`config.mk`:
```
export PLATFORM = sky130hd
export DESIGN_NAME = spi_target
export DESIGN_NICKNAME = d
export VERILOG_FILES = /design/src/rtl/spi_target.sv
export SDC_FILE = /design/constraint.sdc
export NUM_CORES = 1
export LEC_CHECK = 0
export ABC_AREA = 1
export ABC_CLOCK_PERIOD_IN_PS = 3600
export BUFFER_PORTS_ARGS = -buffer_cell sky130_fd_sc_hd__buf_2
export CORE_ASPECT_RATIO = 1.4
export CORE_MARGIN = 1
export CORE_UTILIZATION = 60
export DETAILED_ROUTE_END_ITERATION = 16
export GPL_TIMING_DRIVEN = 1
export PLACE_DENSITY = 0.93
export SLEW_MARGIN = 20
export SYNTH_ARGS = -nofsm -noshare
export SYNTH_HDL_FRONTEND = slang
export SYNTH_SLANG_ARGS = --single-unit
```
`constraint.sdc`:
```
create_clock -name clk -period 3.6 [get_ports clk]
set_input_delay 0.18 -clock clk [delete_from_list [all_inputs] [get_ports clk]]
set_output_delay 0.18 -clock clk [all_outputs]
set_load 0.01 [all_outputs]
```
`src/rtl/spi_target.sv`:
```
// spi_target: SPI mode-0 target giving an external initiator byte-wide
// read/write access to a 2**ADDR_W register window. All SPI pins are
// oversampled in the clk domain; there is no second clock domain.
//
// Ports:
//   clk, reset_n        system clock, asynchronous active-low reset
//   sclk, ss_n, mosi    SPI pins from the initiator (asynchronous)
//   miso, miso_oe       SPI data back to the initiator and its drive enable
//   rd_addr, rd_data    register read port (rd_data sampled a cycle after rd_addr)
//   wr_en, wr_addr,
//   wr_data             one-cycle register write strobe with address/data
//   busy                frame in progress (state not IDLE)
//   xfer_done           pulse at deselect after at least one full data byte
//   abort_err           sticky: deselect arrived mid-byte
module spi_target #(
  parameter int unsigned ADDR_W      = 5,
  parameter int unsigned SYNC_STAGES = 2
) (
  input  logic              clk,
  input  logic              reset_n,
  input  logic              sclk,
  input  logic              ss_n,
  input  logic              mosi,
  output logic              miso,
  output logic              miso_oe,
  output logic [ADDR_W-1:0] rd_addr,
  input  logic [7:0]        rd_data,
  output logic              wr_en,
  output logic [ADDR_W-1:0] wr_addr,
  output logic [7:0]        wr_data,
  output logic              busy,
  output logic              xfer_done,
  output logic              abort_err
);

  typedef enum logic [1:0] {IDLE, CMD, DATA} state_t;

  // Input synchronizers and registered edge detection
  logic [SYNC_STAGES-1:0] sclk_sync, ss_sync, mosi_sync;
  logic sclk_s, ss_s, mosi_s;
  logic sclk_prev, ss_prev, sclk_rise, sclk_fall, sel_fall, mosi_q;
  logic armed, sel_q;

  assign sclk_s = sclk_sync[SYNC_STAGES-1];
  assign ss_s   = ss_sync[SYNC_STAGES-1];
  assign mosi_s = mosi_sync[SYNC_STAGES-1];

  // The ss_n chain resets low and 'armed' only sets once a genuine high is
  // seen, so a frame cut by reset is ignored until the next select edge and
  // miso_oe never glitches high while the chain refills.
  always_ff @(posedge clk or negedge reset_n) begin
    if (!reset_n) begin
      sclk_sync <= '0;
      ss_sync   <= '0;
      mosi_sync <= '0;
      sclk_prev <= 1'b0;
      ss_prev   <= 1'b0;
      sclk_rise <= 1'b0;
      sclk_fall <= 1'b0;
      sel_fall  <= 1'b0;
      mosi_q    <= 1'b0;
      armed     <= 1'b0;
      sel_q     <= 1'b0;
    end else begin
      sclk_sync <= {sclk_sync[SYNC_STAGES-2:0], sclk};
      ss_sync   <= {ss_sync[SYNC_STAGES-2:0], ss_n};
      mosi_sync <= {mosi_sync[SYNC_STAGES-2:0], mosi};
      sclk_prev <= sclk_s;
      ss_prev   <= ss_s;
      sclk_rise <= sclk_s & ~sclk_prev;
      sclk_fall <= ~sclk_s & sclk_prev;
      sel_fall  <= ss_prev & ~ss_s;
      mosi_q    <= mosi_s;
      armed     <= armed | ss_s;
      sel_q     <= armed & ~ss_s;
    end
  end

  // Frame FSM and datapath
  state_t            state_q, state_d;
  logic [2:0]        bit_cnt_q, bit_cnt_d;
  logic [7:0]        rx_q, rx_d, rx_next;
  logic [7:0]        tx_q, tx_d;
  logic [ADDR_W-1:0] addr_q, addr_d;
  logic              dir_q, dir_d;
  logic              got_q, got_d;
  logic              load_q, load_d;
  logic              miso_q, miso_d;
  logic              wr_en_q, wr_en_d;
  logic [ADDR_W-1:0] wr_addr_q, wr_addr_d;
  logic [7:0]        wr_data_q, wr_data_d;
  logic [ADDR_W-1:0] rd_addr_q, rd_addr_d;
  logic              done_q, done_d;
  logic              abort_q, abort_d;

  always_ff @(posedge clk or negedge reset_n) begin
    if (!reset_n) begin
      state_q   <= IDLE;
      bit_cnt_q <= '0;
      rx_q      <= '0;
      tx_q      <= '0;
      addr_q    <= '0;
      dir_q     <= 1'b0;
      got_q     <= 1'b0;
      load_q    <= 1'b0;
      miso_q    <= 1'b0;
      wr_en_q   <= 1'b0;
      wr_addr_q <= '0;
      wr_data_q <= '0;
      rd_addr_q <= '0;
      done_q    <= 1'b0;
      abort_q   <= 1'b0;
    end else begin
      state_q   <= state_d;
      bit_cnt_q <= bit_cnt_d;
      rx_q      <= rx_d;
      tx_q      <= tx_d;
      addr_q    <= addr_d;
      dir_q     <= dir_d;
      got_q     <= got_d;
      load_q    <= load_d;
      miso_q    <= miso_d;
      wr_en_q   <= wr_en_d;
      wr_addr_q <= wr_addr_d;
      wr_data_q <= wr_data_d;
      rd_addr_q <= rd_addr_d;
      done_q    <= done_d;
      abort_q   <= abort_d;
    end
  end

  always_comb begin
    state_d   = state_q;
    bit_cnt_d = bit_cnt_q;
    rx_d      = rx_q;
    tx_d      = tx_q;
    addr_d    = addr_q;
    dir_d     = dir_q;
    got_d     = got_q;
    load_d    = 1'b0;
    miso_d    = miso_q;
    wr_en_d   = 1'b0;
    wr_addr_d = wr_addr_q;
    wr_data_d = wr_data_q;
    rd_addr_d = rd_addr_q;
    done_d    = 1'b0;
    abort_d   = abort_q;
    rx_next   = {rx_q[6:0], mosi_q};

    // Prefetch: rd_data is captured the cycle after rd_addr was driven
    if (load_q) tx_d = rd_data;

    case (state_q)
      IDLE: begin
        miso_d = 1'b0;
        if (sel_fall) begin
          state_d   = CMD;
          bit_cnt_d = '0;
          rx_d      = '0;
          tx_d      = '0;
          got_d     = 1'b0;
        end
      end
      default: begin
        // Deselect is checked first so it wins over a same-cycle sclk edge
        if (ss_prev) begin
          state_d = IDLE;
          miso_d  = 1'b0;
          if (bit_cnt_q != 3'd0) abort_d = 1'b1;
          if (got_q) done_d = 1'b1;
        end else if (sclk_rise) begin
          rx_d      = rx_next;
          bit_cnt_d = bit_cnt_q + 3'd1;
          if (bit_cnt_q == 3'd7) begin
            if (state_q == CMD) begin
              state_d = DATA;
              dir_d   = rx_next[7];
              addr_d  = rx_next[ADDR_W-1:0];
              if (!rx_next[7]) begin
                rd_addr_d = rx_next[ADDR_W-1:0];
                load_d    = 1'b1;
              end
            end else begin
              got_d  = 1'b1;
              addr_d = addr_q + 1'b1;
              if (dir_q) begin
                wr_en_d   = 1'b1;
                wr_addr_d = addr_q;
                wr_data_d = rx_next;
              end else begin
                rd_addr_d = addr_q + 1'b1;
                load_d    = 1'b1;
              end
            end
          end
        end else if (sclk_fall && state_q == DATA && !dir_q) begin
          miso_d = tx_q[7];
          tx_d   = {tx_q[6:0], 1'b0};
        end
      end
    endcase
  end

  assign miso      = miso_q;
  assign miso_oe   = sel_q;
  assign rd_addr   = rd_addr_q;
  assign wr_en     = wr_en_q;
  assign wr_addr   = wr_addr_q;
  assign wr_data   = wr_data_q;
  assign busy      = (state_q != IDLE);
  assign xfer_done = done_q;
  assign abort_err = abort_q;

endmodule

```
; ---- Yosys cells after proc, flatten, opt, wreduce, memory -nomap -nowiden
; Index checks and enable logic that the tools add are counted.
[totals]
ff_bits = 64
input_bits = 13
out_inout_bits = 24
wordCells = 119
[classes]
n_addsub = 2
eq_ne = 9
mux = 50
bitwise = 11
reduce_logical = 21
[ops]
columns = cell, count
row1 = 2-to-1 mux 8 bit, 6
row2 = 2-to-1 mux 7 bit, 4
row3 = 2-to-1 mux 1 bit, 26
row4 = 2-to-1 mux 5 bit, 4
row5 = nonzero test 3 bit, 5
row6 = 2-to-1 mux 2 bit, 6
row7 = 2-to-1 mux 3 bit, 4
row8 = AND reduction 6 bit, 2
row9 = AND reduction 5 bit, 2
row10 = AND reduction 4 bit, 2
row11 = "!= test 2 x 1 -> 1 bit, second input constant", 3
row12 = NOT 1 bit, 6
row13 = AND reduction 3 bit, 2
row14 = nonzero test 2 bit, 3
row15 = "adder 5 x 1 -> 5 bit, second input constant", 1
row16 = AND 1 bit, 4
row17 = "!= test 2 bit, second input constant", 2
row18 = "adder 3 x 1 -> 3 bit, second input constant", 1
row19 = "equality test 3 bit, second input constant", 1
row20 = "!= test 3 x 2 -> 1 bit, second input constant", 1
row21 = "equality test 2 x 1 -> 1 bit, second input constant", 1
row22 = "equality test 2 bit, second input constant", 1
row23 = logical AND 1 bit, 2
row24 = zero test 2 bit, 1
row25 = 3 further kinds, 3

; ---- Depth between registers and ports, before layout
; Gate-level depths: netlist of the first run.
[logic_depth]
depth_word = 7
mapped_depth = 8

; ---- Worst setup path after synthesis of the first run
; Ideal clock, no wire load.
[synth_timing]
path_type = flip-flop to flip-flop
start = register bit_cnt_q[0]
end = register wr_addr_q[2] (netlist: wr_addr[2])
setup_time_ps = 74
arrival_time_ps = 1353
required_time_ps = 3526
setup_slack_ps = 2173
path_stages_with_launch = 9
synth_period_minus_slack_ps = 1427
cell_sequence = dfrtp_1 ha_1 ha_1 nand2_2 inv_2 nand4_4 buf_6 nand2_2 o21ai_2
[synth_between]
elab_chain_len = 2
[synth_lines]
columns = element, line
row1 = from (decl), 81  ; logic [2:0] bit_cnt_q, bit_cnt_d;
row2 = from (signal assigned), 115  ; bit_cnt_q <= bit_cnt_d;
row3 = equality test 3 bit, 174  ; if (bit_cnt_q == 3'd7) begin
row4 = AND reduction 6 bit (no line), -
row5 = to (signal assigned), 124  ; wr_addr_q <= wr_addr_d;
row6 = to (decl), 90  ; logic [ADDR_W-1:0] wr_addr_q, wr_addr_d;
; Every way passes these cells.
; A chain may end at the register's enable or synchronous reset.

; ---- Worst setup path after layout of the first run
[layout_timing]
start = register bit_cnt_q[1]
end = register wr_data_q[5] (netlist: wr_data[5])
[layout_between]
elab_chain_len = 2
[layout_lines]
columns = element, line
row1 = equality test 3 bit, 174
row2 = AND reduction 6 bit (no line), -
row3 = to (signal assigned), 125  ; wr_data_q <= wr_data_d;
row4 = to (decl), 91  ; logic [7:0] wr_data_q, wr_data_d;
; Every way passes these cells.

==> results of run 1 <==
==> registers in the layout (all words and copies together), names as in the netlist, 3 cells and up <==
signal     count
tx_q           8
wr_data        8
rx_q           7
addr_q         5
rd_addr        5
wr_addr        5
bit_cnt_q      3
==> power by group through the flow <==
stage	sequential, W	combinational, W	clock (W)
2_1_floorplan	0.000783	0.000161	0
3_3_place_gp	0.000782	0.000207	0
3_5_place_dp	0.000784	0.000211	0
4_1_cts	0.000771	0.000216	0.000554
5_1_grt	0.000774	0.000243	0.000579
6_report	0.000771	0.000214	0.000537
==> layout by cell type (no fill, tap or decap), types with 2 or more instances in the layout <==
cell type / n
nand2_1: 75
dfrtp_1: 64
inv_1: 37
buf_2: 36
nand3_1: 20
o21ai_0: 17
nand2_2: 14
o21ai_2: 13
clkbuf_8: 11
o22ai_1: 7
nor2_1: 6
ha_1: 4
nand2_4: 3
clkinv_2: 3
nor2_8: 3
dlygate4sd3_1: 3
inv_2: 2
or2_2: 2
nand4_1: 2
==> logic make-up (layout without fill, tap and decap cells) <==
| logic type | count (synthesis) | count (layout) |
|---|---|---|
| simple gates | 130 | 130 |
| buf+inv | 46 | 95 |
| fa+ha+maj | 4 | 4 |
| compound gates | 40 | 40 |
| xor+xnor | 1 | 1 |
| flops | 64 | 64 |
==> metal layers <==
metal	wire (µm)	GRT usage	up-vias
met5	0	0	-
met4	163	0.133	0
met3	190	0.0685	16
met2	2630	0.371	46
met1	1940	0.279	958
li1	-	-	988
==> final cells by class <==
class | count | area [µm²] | area share
sequential | 64 | 1600 | 0.496
multi-input combinational | 175 | 1010 | 0.312
timing repair buffer | 40 | 218 | 0.0674
clock buffer | 12 | 155 | 0.0481
inverter | 40 | 151 | 0.0469
tap | 62 | 77.6 | 0.0240
clock inverter | 3 | 17.5 | 0.00543
==> through the flow <==
step	hold slack, ns	cell area (µm²)	total power, W
6_report	-0.0201	3230	0.00152
5_1_grt	0.0598	3230	0.00160
4_1_cts	0.0118	3230	0.00154
3_5_place_dp	0.290	3030	0.000995
3_3_place_gp	0.288	3030	0.000989
2_1_floorplan	-0.116	2810	0.000944
==> worst paths after layout <==
| path | start | to | slack, ns |
|---|---|---|---|
| worst max-delay path | bit_cnt_q[1]$_DFFE_PN0P_ | wr_data[5]$_DFFE_PN0P_ | 1.84 |
| worst min-delay path | reset_n | wr_en$_DFF_PN0_ | -0.02 |
| worst max register to register | bit_cnt_q[1]$_DFFE_PN0P_ | wr_data[5]$_DFFE_PN0P_ | 1.84 |
| worst min register to register | sclk_sync[0]$_DFF_PN0_ | sclk_sync[1]$_DFF_PN0_ | 0.36 |
| max in group asynchronous | reset_n | tx_q[4]$_DFF_PN0_ | 2.79 |
| min in group clk | rd_data[0] | tx_q[0]$_DFF_PN0_ | 0.18 |
==> results by group, run 1 <==
Clock network
  – TritonCTS clock tree: done
  – Clock Sinks: 64
  – Clock-pin slew on the worst setup and hold paths: 0.07 ns
  – CTS Buf Count: 9
  – CTS root buffer: clkbuf_8
  – Hold Buf Count CTS: 3
  – H-tree Lvls: 3
  – Post-CTS sizing: 0
  – Clk buf depth: 2
  – Setup bufs post-CTS: 0
  – Worst-Skew Late Latency: 0.34 ns

Yosys
  – Mux cell area share after synthesis: 0
  – Post-Syn Area: 2810 µm²
  – Mean post-synth cell area: 9.87 µm²
  – Unique masters post-synth: 28
  – Top cell type's share of synthesized area: 0.569
  – Async SR Flop Fraction: 1.00
  – Area contributors post-synth: dfrtp_1 (57%), nand2_1 (10%), inv_1 (4.9%)
  – Register area share after synthesis: 0.569
  – Simple-gate share of the synthesized area: 0.244
  – Yosys warnings: 0
  – Most frequent cell after synthesis: nand2_1
  – Area leader, netlist: dfrtp_1
  – Adder-Cell Fraction of Synth Area: 0.0178
  – Synth Register Bits: 64
  – Dominant synthesized flop cell: dfrtp_1
  – Mapped Cells: 285
  – XOR/XNOR Fraction of Synth Area: 0.00311
  – Synth Area in Compound Gates: 0.0930
  – Post-synth top cells: nand2_1 (75), dfrtp_1 (64), inv_1 (37), nand3_1 (20), o21ai_0 (17)
  – EDFF count, synth: 0
  – Syn Nets: 302
  – Largest family of logic cells by synthesized area: simple AND/OR/NAND/NOR gates

Critical path
  – CP cell instances: ha_1, ha_1, nand2_2, inv_2, nand4_4, nand2_1, o21ai_2
  – Crit path max fanout: 27
  – Crit-path leading delay family: simple AND/OR/NAND/NOR gates
  – WP buf/inv: 1
  – CP required: 3.82 ns
  – Critical path launch point type: flip-flop
  – Reg2Reg Depth: 7
  – Critical setup path kind: reg -> reg
  – Arr. time, crit path: 1.98 ns
  – Most used cell, CP: ha_1
  – Critical Path Sink Type: flip-flop
  – Crit-path slowest cell: nand4_4
  – Crit path depth: 7
  – Critical path's largest stage delay: 0.42 ns

Pwr
  – Comb power frac: 0.141
  – Max IR drop VDD: 0.000326 V
  – Internal power: 0.00109 W
  – Clock Power Share: 0.353
  – Pwr Density: 471 nW/µm²
  – Net Sw Frac: 0.282
  – Leak: 1.71 nW
  – Sw power: 0.000429 W
  – Flop pwr share: 0.506

Global route
  – Largest net degree at the start of global routing: 46
  – Vias in the first global route: 1971
  – Initial antenna violation count: 0
  – Grt ovf: 0
  – First-pass GRT wire length: 8520 µm
  – Global Route Usage Sum: 0.235

Routing
  – Via Count: 2008
  – Via density: 5.07
  – WL final: 4920 µm
  – DRC: 0
  – WL per Instance: 12.4 µm
  – Detail Route Antenna Nets: 0
  – DRC violation total after the first TritonRoute iteration: 76
  – DRT Pass-1 Iters: 4

Floorplanning
  – Die Footprint: 4970 µm²
  – Die Y: 83.0 µm
  – Row Count: 29
  – Die width: 59.9 µm
  – Initial Util: 0.625
  – Core Region: 4500 µm²
  – Num ports: 37

Finish
  – Post-route core utilization: 0.717
  – Share of layout cells above drive strength 1: 0.284
  – Diode count: 0
  – Fill cell count: 327
  – Final #Nets: 347
  – Finished Layout Cells: 396
  – Layout Area Growth over Synthesis: 14.8%

Placement
  – HPWL Detailed: 3520 µm
  – Dpl cells: 378
  – PortBufs: 36
  – Pre-CTS WS: 1.84 ns
  – Final Wtd Congestion: 0.797

STA
  – RSZ-0062 raised after global routing: no
  – Tmin final: 1.76 ns
  – Slew @ Worst Pin: 0.945 ns
  – Final worst slack: 1.84 ns
  – Slew Limit Fails: 0
  – Fin Hold WS: -0.0201 ns
  – Fin Clk Skew: 0.00938 ns
  – Worst slew margin: 0.370
  – Final setup TNS: 0 ns
  – Setup violations, final: 0
  – Hold Fails Final Rpt: 18
  – F_max: 569 MHz
  – Tcrit/Tclk final: 0.488

Job
  – MaxCap Viol Count: 0

Outcome
  – Status: finished, violations left
  – Failing checks: negative hold slack

Worst hold path
  – Hold Crit Class: in -> async
Note: power is estimated with default switching activity, not from simulation.
==> run 2: changes to the inputs <==
- ABC_CLOCK_PERIOD_IN_PS: 3600 -> 1800
- CORE_UTILIZATION: 60 -> 57
- PLACE_DENSITY: 0.93 -> 0.9
- clock period: 3.6 -> 1.8 ns (I/O delays scaled with it)
==> run 2 against run 1 <==
Against the previous run:
- the run now ends clean
- via count is 0.90% lower
- wire length increased by 1.3%
- power is 150% higher
- clock power increased to 3.3 times the previous value
- non-clock buffer count grew 1
- maximum frequency is 11% higher
- global-route usage fell by 1.2 points
- sequential power is 100% higher
- cell count increased by 0.76%
==> results by group, run 2 (synthesis results as in run 1) <==
Global route
  – Initial antenna violation count: 0 (unchanged)
  – Largest net degree at the start of global routing: 65 (+41%)
  – Grt ovf: 0 (unchanged)
  – Vias in the first global route: 1882 (-4.5%)
  – First-pass GRT wire length: 8340 µm (-2.2%)
  – Global Route Usage Sum: 0.223 (-0.0121)

Placement
  – PortBufs: 36 (unchanged)
  – HPWL Detailed: 3300 µm (-6.1%)
  – DP Area: 3040 µm² (+0.41%)
  – Final Wtd Congestion: 0.857 (+7.6%)
  – Dpl cells: 378 (unchanged)

Critical path
  – Crit-path leading delay family: simple AND/OR/NAND/NOR gates
  – Critical path's largest stage delay: 0.36 ns (-0.06 ns)
  – CP required: 2.03 ns (-1.79 ns)
  – Critical path launch point type: flip-flop
  – Most used cell, CP: ha_1
  – Crit path depth: 7 (unchanged)
  – Critical Path Sink Type: flip-flop
  – Crit-path slowest cell: dfrtp_1
  – Arr. time, crit path: 1.83 ns (-0.15 ns)
  – Crit path max fanout: 14 (-48%)
  – Critical setup path kind: reg -> reg
  – R2R Setup Slk: 0.21 ns (-1.63 ns)
  – CP cell instances: ha_1, ha_1, nand2_2, inv_2, nand4_4, nand2_1, o21ai_2
  – WP buf/inv: 1 (unchanged)
  – Reg2Reg Depth: 7 (unchanged)

STA
  – Hold Fails Final Rpt: 0 (-18)
  – Setup violations, final: 0 (unchanged)
  – Tmin final: 1.59 ns (-0.168 ns)
  – Fin Clk Skew: 0.00960 ns (+0.000220 ns)
  – Slew Limit Fails: 0 (unchanged)
  – Final setup TNS: 0 ns (unchanged)
  – Worst slew margin: 0.714 (+0.344)
  – F_max: 629 MHz (+11%)
  – Slew @ Worst Pin: 0.429 ns (-0.516 ns)
  – RSZ-0062 raised after global routing: no
  – Tcrit/Tclk final: 0.884 (+0.395)

Clock network
  – CTS Buf Count: 9 (unchanged)
  – Clock-pin slew on the worst setup and hold paths: 0.07 ns (about the same)
  – Clock Sinks: 64 (unchanged)
  – Worst-Skew Late Latency: 0.35 ns (about the same)
  – Clk buf depth: 2 (unchanged)
  – TritonCTS clock tree: done
  – H-tree Lvls: 3 (unchanged)
  – CTS root buffer: clkbuf_8
  – Setup bufs post-CTS: 0 (unchanged)

Finish
  – Most frequent cells in the layout: nand2_1 (75), dfrtp_1 (64), inv_1 (37), buf_2 (36), nand3_1 (20)
  – Final #Nets: 349 (+0.58%)
  – Layout Area Growth over Synthesis: 20.6%
  – Share of layout cells above drive strength 1: 0.291 (+0.00637)
  – Diode count: 0 (unchanged)
  – Design area: 3390 µm² (+5.0%)
  – Post-route core utilization: 0.730 (+0.0126)
  – Commonest non-fill, non-tap cell in the layout: nand2_1
  – Finished Layout Cells: 399 (+0.76%)

Routing
  – Via Count: 1990 (-0.90%)
  – WL per Instance: 12.5 µm (+0.58%)
  – Via density: 4.99 (-1.6%)
  – DRC violation total after the first TritonRoute iteration: 92 (+21%)
  – DRC: 0 (unchanged)
  – DRT Pass-1 Iters: 4 (unchanged)
  – Detail Route Antenna Nets: 0 (unchanged)
  – WL final: 4990 µm (+1.3%)

Floorplanning
  – Die width: 61.4 µm (+2.5%)
  – Initial Util: 0.606 (-0.0195)
  – Row Count: 29 (unchanged)
  – Die Y: 85.1 µm (+2.5%)
  – Core Region: 4640 µm² (+3.2%)
  – Num ports: 37 (unchanged)
  – Die Footprint: 5220 µm² (+5.1%)

Pwr
  – Pwr Density: 1110 nW/µm² (+130%)
  – Leak: 1.78 nW (+4.1%)
  – Max IR drop VDD: 0.000956 V (+190%)

Outcome
  – Status: finished, final reports clean

Worst hold path
  – Hold Crit Class: in -> reg
  – Cells on Worst Hold Path: 5

Job
  – MaxCap Viol Count: 0 (unchanged)
run 2: cell types whose count changed in the layout (fill, tap and decap cells not counted), sizes merged:
cell	delta
bufinv	+5
clkbuf	-3
clkinvlp	-1
dlygate4sd3	+1
nand4	+1
run 2: final timing paths:
kind	start	end
setup / recovery	bit_cnt_q[0]$_DFFE_PN0P_	wr_data[2]$_DFFE_PN0P_
hold / removal	rd_data[5]	tx_q[5]$_DFF_PN0_
setup reg to reg	bit_cnt_q[0]$_DFFE_PN0P_	wr_data[2]$_DFFE_PN0P_
hold reg to reg	mosi_sync[1]$_DFF_PN0_	mosi_q$_DFF_PN0_
max in group asynchronous	reset_n	armed$_DFF_PN0_
min in group asynchronous	reset_n	wr_en$_DFF_PN0_
run 2: power breakdown:
part	switching (W)	total [W]	leakage, nW	internal, W
Combinational	0.000310	0.000444	0.779	0.000134
Clock	0.000566	0.00177	0.144	0.00120
Sequential	0.0000481	0.00154	0.857	0.00149
run 2: tightest hold or removal path, delay by kind of cell:
| family | cells | cell delay (ns) |
|---|---|---|
| AND/OR/NAND/NOR | 3 | 0.17 |
| AO/OA/AOI/OAI | 1 | 0.06 |
| buffers and inverters | 1 | 0.07 |
run 2: per-stage QoR:
| step | hold WS [ns] | power, W | setup slack [ns] |
|---|---|---|---|
| after floorplan | -0.206 | 0.00189 | 0.373 |
| after global placement | 0.124 | 0.00198 | 0.127 |
| after detailed placement | 0.126 | 0.00200 | 0.0113 |
| after CTS | 0.0677 | 0.00377 | 0.0215 |
| after global routing | 0.104 | 0.00391 | 0.0863 |
| final | 0.0824 | 0.00376 | 0.209 |
run 2: area by class of cell:
type                    instances  area [µm²]
clock inverters                 7         168
multi-input cells             176        1030
inverters                      40         151
flip-flops and latches         64        1600
clock buffers                   9         124
fillers                       343        1250
repair buffers                 41         240
well taps                      62        77.6
run 2: what timing repair did:
action                                  in CTS  in global routing
gates resized for setup                      0                  1
pin swaps                                    1                  0
hold buffers                                 4                  0
gates cloned                                 0                  1
hold endpoints to repair                    67                  0
endpoints found under the setup margin       1                 13
run 2: per-layer routing:
metal  global-route usage  vias to the layer above  routed length, µm
li1                     -                      999                  -
met4                0.123                        0                111
met1                0.281                      946               2090
met3               0.0518                       10                150
met2                0.347                       35               2630
met5                    0                        -                  0
==> run 3: changes to the inputs <==
- CORE_UTILIZATION: 57 -> 30
- PLACE_DENSITY: 0.9 -> 0.58
==> run 3 against run 2 <==
Against the previous run:
- die area is 87% higher
- non-clock buffer count is 1 higher
- wire length is 7.3% higher
- critical endpoint is now wr_data[4]$_DFFE_PN0P_
- via count is 0.15% lower
- largest cell class unchanged
- cell area is 2.4% higher
- register-to-register slack better by 0.03 ns
- hold slack better by 0.0070 ns
- power is 0.21% higher
- the run now ends with design-rule violations left
- clock power hardly changed
==> results by group, run 3 (synthesis results as in run 1) <==
Outcome
  – Status: finished, violations left
  – Failing checks: design-rule violations

Clock network
  – CTS root buffer: clkbuf_16
  – Clock-pin slew on the worst setup and hold paths: 0.06 ns (about the same)
  – TritonCTS clock tree: done
  – H-tree Lvls: 3 (unchanged)
  – Clock Sinks: 64 (unchanged)
  – Clk buf depth: 2 (unchanged)
  – Worst-Skew Late Latency: 0.33 ns (-0.02 ns)
  – CTS Buf Count: 9 (unchanged)

Global route
  – Global Route Usage Sum: 0.125 (-0.0982)
  – Initial antenna violation count: 0 (unchanged)
  – First-pass GRT wire length: 9390 µm (+13%)
  – Busiest grt layer: met2
  – Largest net degree at the start of global routing: 65 (unchanged)
  – Met2 GRT Util: 0.203 (-0.144)
  – GR Util met1: 0.153 (-0.128)
  – Grt ovf: 0 (unchanged)
  – Vias in the first global route: 2015 (+7.1%)
  – Grt met3 use: 0.0325 (-0.0193)

STA
  – Slew @ Worst Pin: 0.434 ns (+0.00517 ns)
  – Setup violations, final: 0 (unchanged)
  – Slew Limit Fails: 0 (unchanged)
  – Fin Clk Skew: 0.00455 ns (-0.00505 ns)
  – Hold Fails Final Rpt: 0 (unchanged)
  – Fin Hold WS: 0.0894 ns (+0.00700 ns)
  – Tcrit/Tclk final: 0.868 (-0.0157)
  – RSZ-0062 raised after global routing: no
  – Final setup TNS: 0 ns (unchanged)
  – Tmin final: 1.56 ns (-0.0283 ns)
  – Worst slew margin: 0.710 (-0.00345)
  – F_max: 640 MHz (+1.8%)

Routing
  – Via Count: 1987 (-0.15%)
  – DRT Pass-1 Iters: 12 (+8)
  – Via density: 4.47 (-10%)
  – DRC violation total after the first TritonRoute iteration: 119 (+29%)
  – DRC: 5 (+5)
  – WL final: 5350 µm (+7.3%)
  – Detail Route Antenna Nets: 0 (unchanged)
  – WL per Instance: 12.0 µm (-3.8%)

Critical path
  – Crit path depth: 7 (unchanged)
  – CP endpoint: wr_data[4]$_DFFE_PN0P_
  – WP buf/inv: 1 (unchanged)
  – Crit-path leading delay family: simple AND/OR/NAND/NOR gates
  – Reg2Reg Depth: 7 (unchanged)
  – Critical path launch point type: flip-flop
  – R2R Path Start: bit_cnt_q[0]$_DFFE_PN0P_
  – Critical Path Sink Type: flip-flop
  – Critical path's largest stage delay: 0.35 ns (about the same)
  – R2R Setup Slk: 0.24 ns (+0.03 ns)
  – CP cell instances: ha_1, ha_1, nand2_2, inv_2, nand4_4, nand2_1, o21ai_2
  – Critical setup path kind: reg -> reg
  – Most used cell, CP: ha_1
  – Crit-path slowest cell: dfrtp_1
  – Crit path from: bit_cnt_q[0]$_DFFE_PN0P_
  – Crit path max fanout: 14 (unchanged)
  – CP required: 2.02 ns (about the same)
  – Worst R2R End: wr_data[4]$_DFFE_PN0P_
  – Arr. time, crit path: 1.78 ns (-0.05 ns)

Finish
  – Most frequent cells in the layout: nand2_1 (75), dfrtp_1 (64), inv_1 (37), buf_2 (36), nand3_1 (20)
  – Layout Area Growth over Synthesis: 23.4%
  – Commonest non-fill, non-tap cell in the layout: nand2_1
  – Final #Nets: 350 (+0.29%)
  – Share of layout cells above drive strength 1: 0.293 (+0.00210)
  – Diode count: 0 (unchanged)

Floorplanning
  – Die Y: 117 µm (+37%)
  – Initial Util: 0.310 (-0.296)
  – Die width: 83.8 µm (+37%)
  – Die Footprint: 9770 µm² (+87%)
  – Core Region: 9080 µm² (+96%)
  – Num ports: 37 (unchanged)
  – Row Count: 41 (+41%)

Pwr
  – Leak: 1.79 nW (+0.54%)
  – Pwr Density: 1080 nW/µm² (-2.1%)
  – Max IR drop VDD: 0.000616 V (-36%)

Worst hold path
  – Hold Crit Class: in -> reg

Placement
  – Final Wtd Congestion: 0.755 (-12%)
  – HPWL Detailed: 3630 µm (+9.8%)
  – PortBufs: 36 (unchanged)

Job
  – MaxCap Viol Count: 0 (unchanged)
[run 3: worst register-to-register path, delay by kind of cell, from the launching register on]
family / cells / cell delay, ns
AO/OA/AOI/OAI: 1 / 0.06
buffers and inverters: 1 / 0.15
AND/OR/NAND/NOR: 3 / 0.56
adder cells (fa/ha/maj): 2 / 0.34
flip-flops: 1 / 0.35
[run 3: cell type report]
type                       count  area, µm²
clock inverter                 6       68.8
timing repair buffer          42        248
inverter                      40        151
clock buffer                  10        239
multi-input combinational    176       1030
sequential                    64       1600
fill                         906       5610
tap                          107        134
[run 3: where the power goes]
group | switching, W | internal, W | leakage (nW) | total (W)
Sequential | 0.0000467 | 0.00150 | 0.857 | 0.00154
Clock | 0.000646 | 0.00111 | 0.149 | 0.00176
Combinational | 0.000317 | 0.000146 | 0.784 | 0.000463
Total | 0.00101 | 0.00275 | 1.79 | 0.00376
[run 3: worst min path at each step]
stage,start,endpoint,slack (ns),depth (start not counted)
floorplan,reset_n,abort_err$_DFFE_PN0P_,-0.21,0
global placement,reset_n,tx_q[3]$_DFF_PN0_,0.13,2
detailed placement,reset_n,tx_q[3]$_DFF_PN0_,0.13,2
CTS,rd_data[5],tx_q[5]$_DFF_PN0_,0.09,5
global route,rd_data[3],tx_q[3]$_DFF_PN0_,0.13,5
finish,rd_data[5],tx_q[5]$_DFF_PN0_,0.09,5
[run 3: routing by layer]
metal  share of wire  routed length [µm]  vias to the layer above
met4           0.022                 118                        0
li1                -                   -                     1011
met2            0.49                2610                       34
met5               0                   0                        -
met3           0.035                 190                       11
met1            0.45                2430                      931
[run 3: metrics by stage]
step | cells | power, W | util | setup slack [ns] | cell area [µm²]
global route | 445 | 0.00393 | 0.382 | 0.0664 | 3470
global placement | 424 | 0.00201 | 0.342 | 0.0883 | 3100
finish | 445 | 0.00376 | 0.382 | 0.237 | 3470
detailed placement | 424 | 0.00202 | 0.342 | 0.0150 | 3100
floorplan | 285 | 0.00189 | - | 0.373 | 2810
CTS | 444 | 0.00380 | 0.380 | 0.00470 | 3450
[run 3: what timing repair did]
action / CTS / global route
endpoints found under the setup margin: 0 / 13
setup buffers: 0 / 0
hold buffers: 4 / 0
hold endpoints to repair: 67 / 0
gates resized for setup: 0 / 1
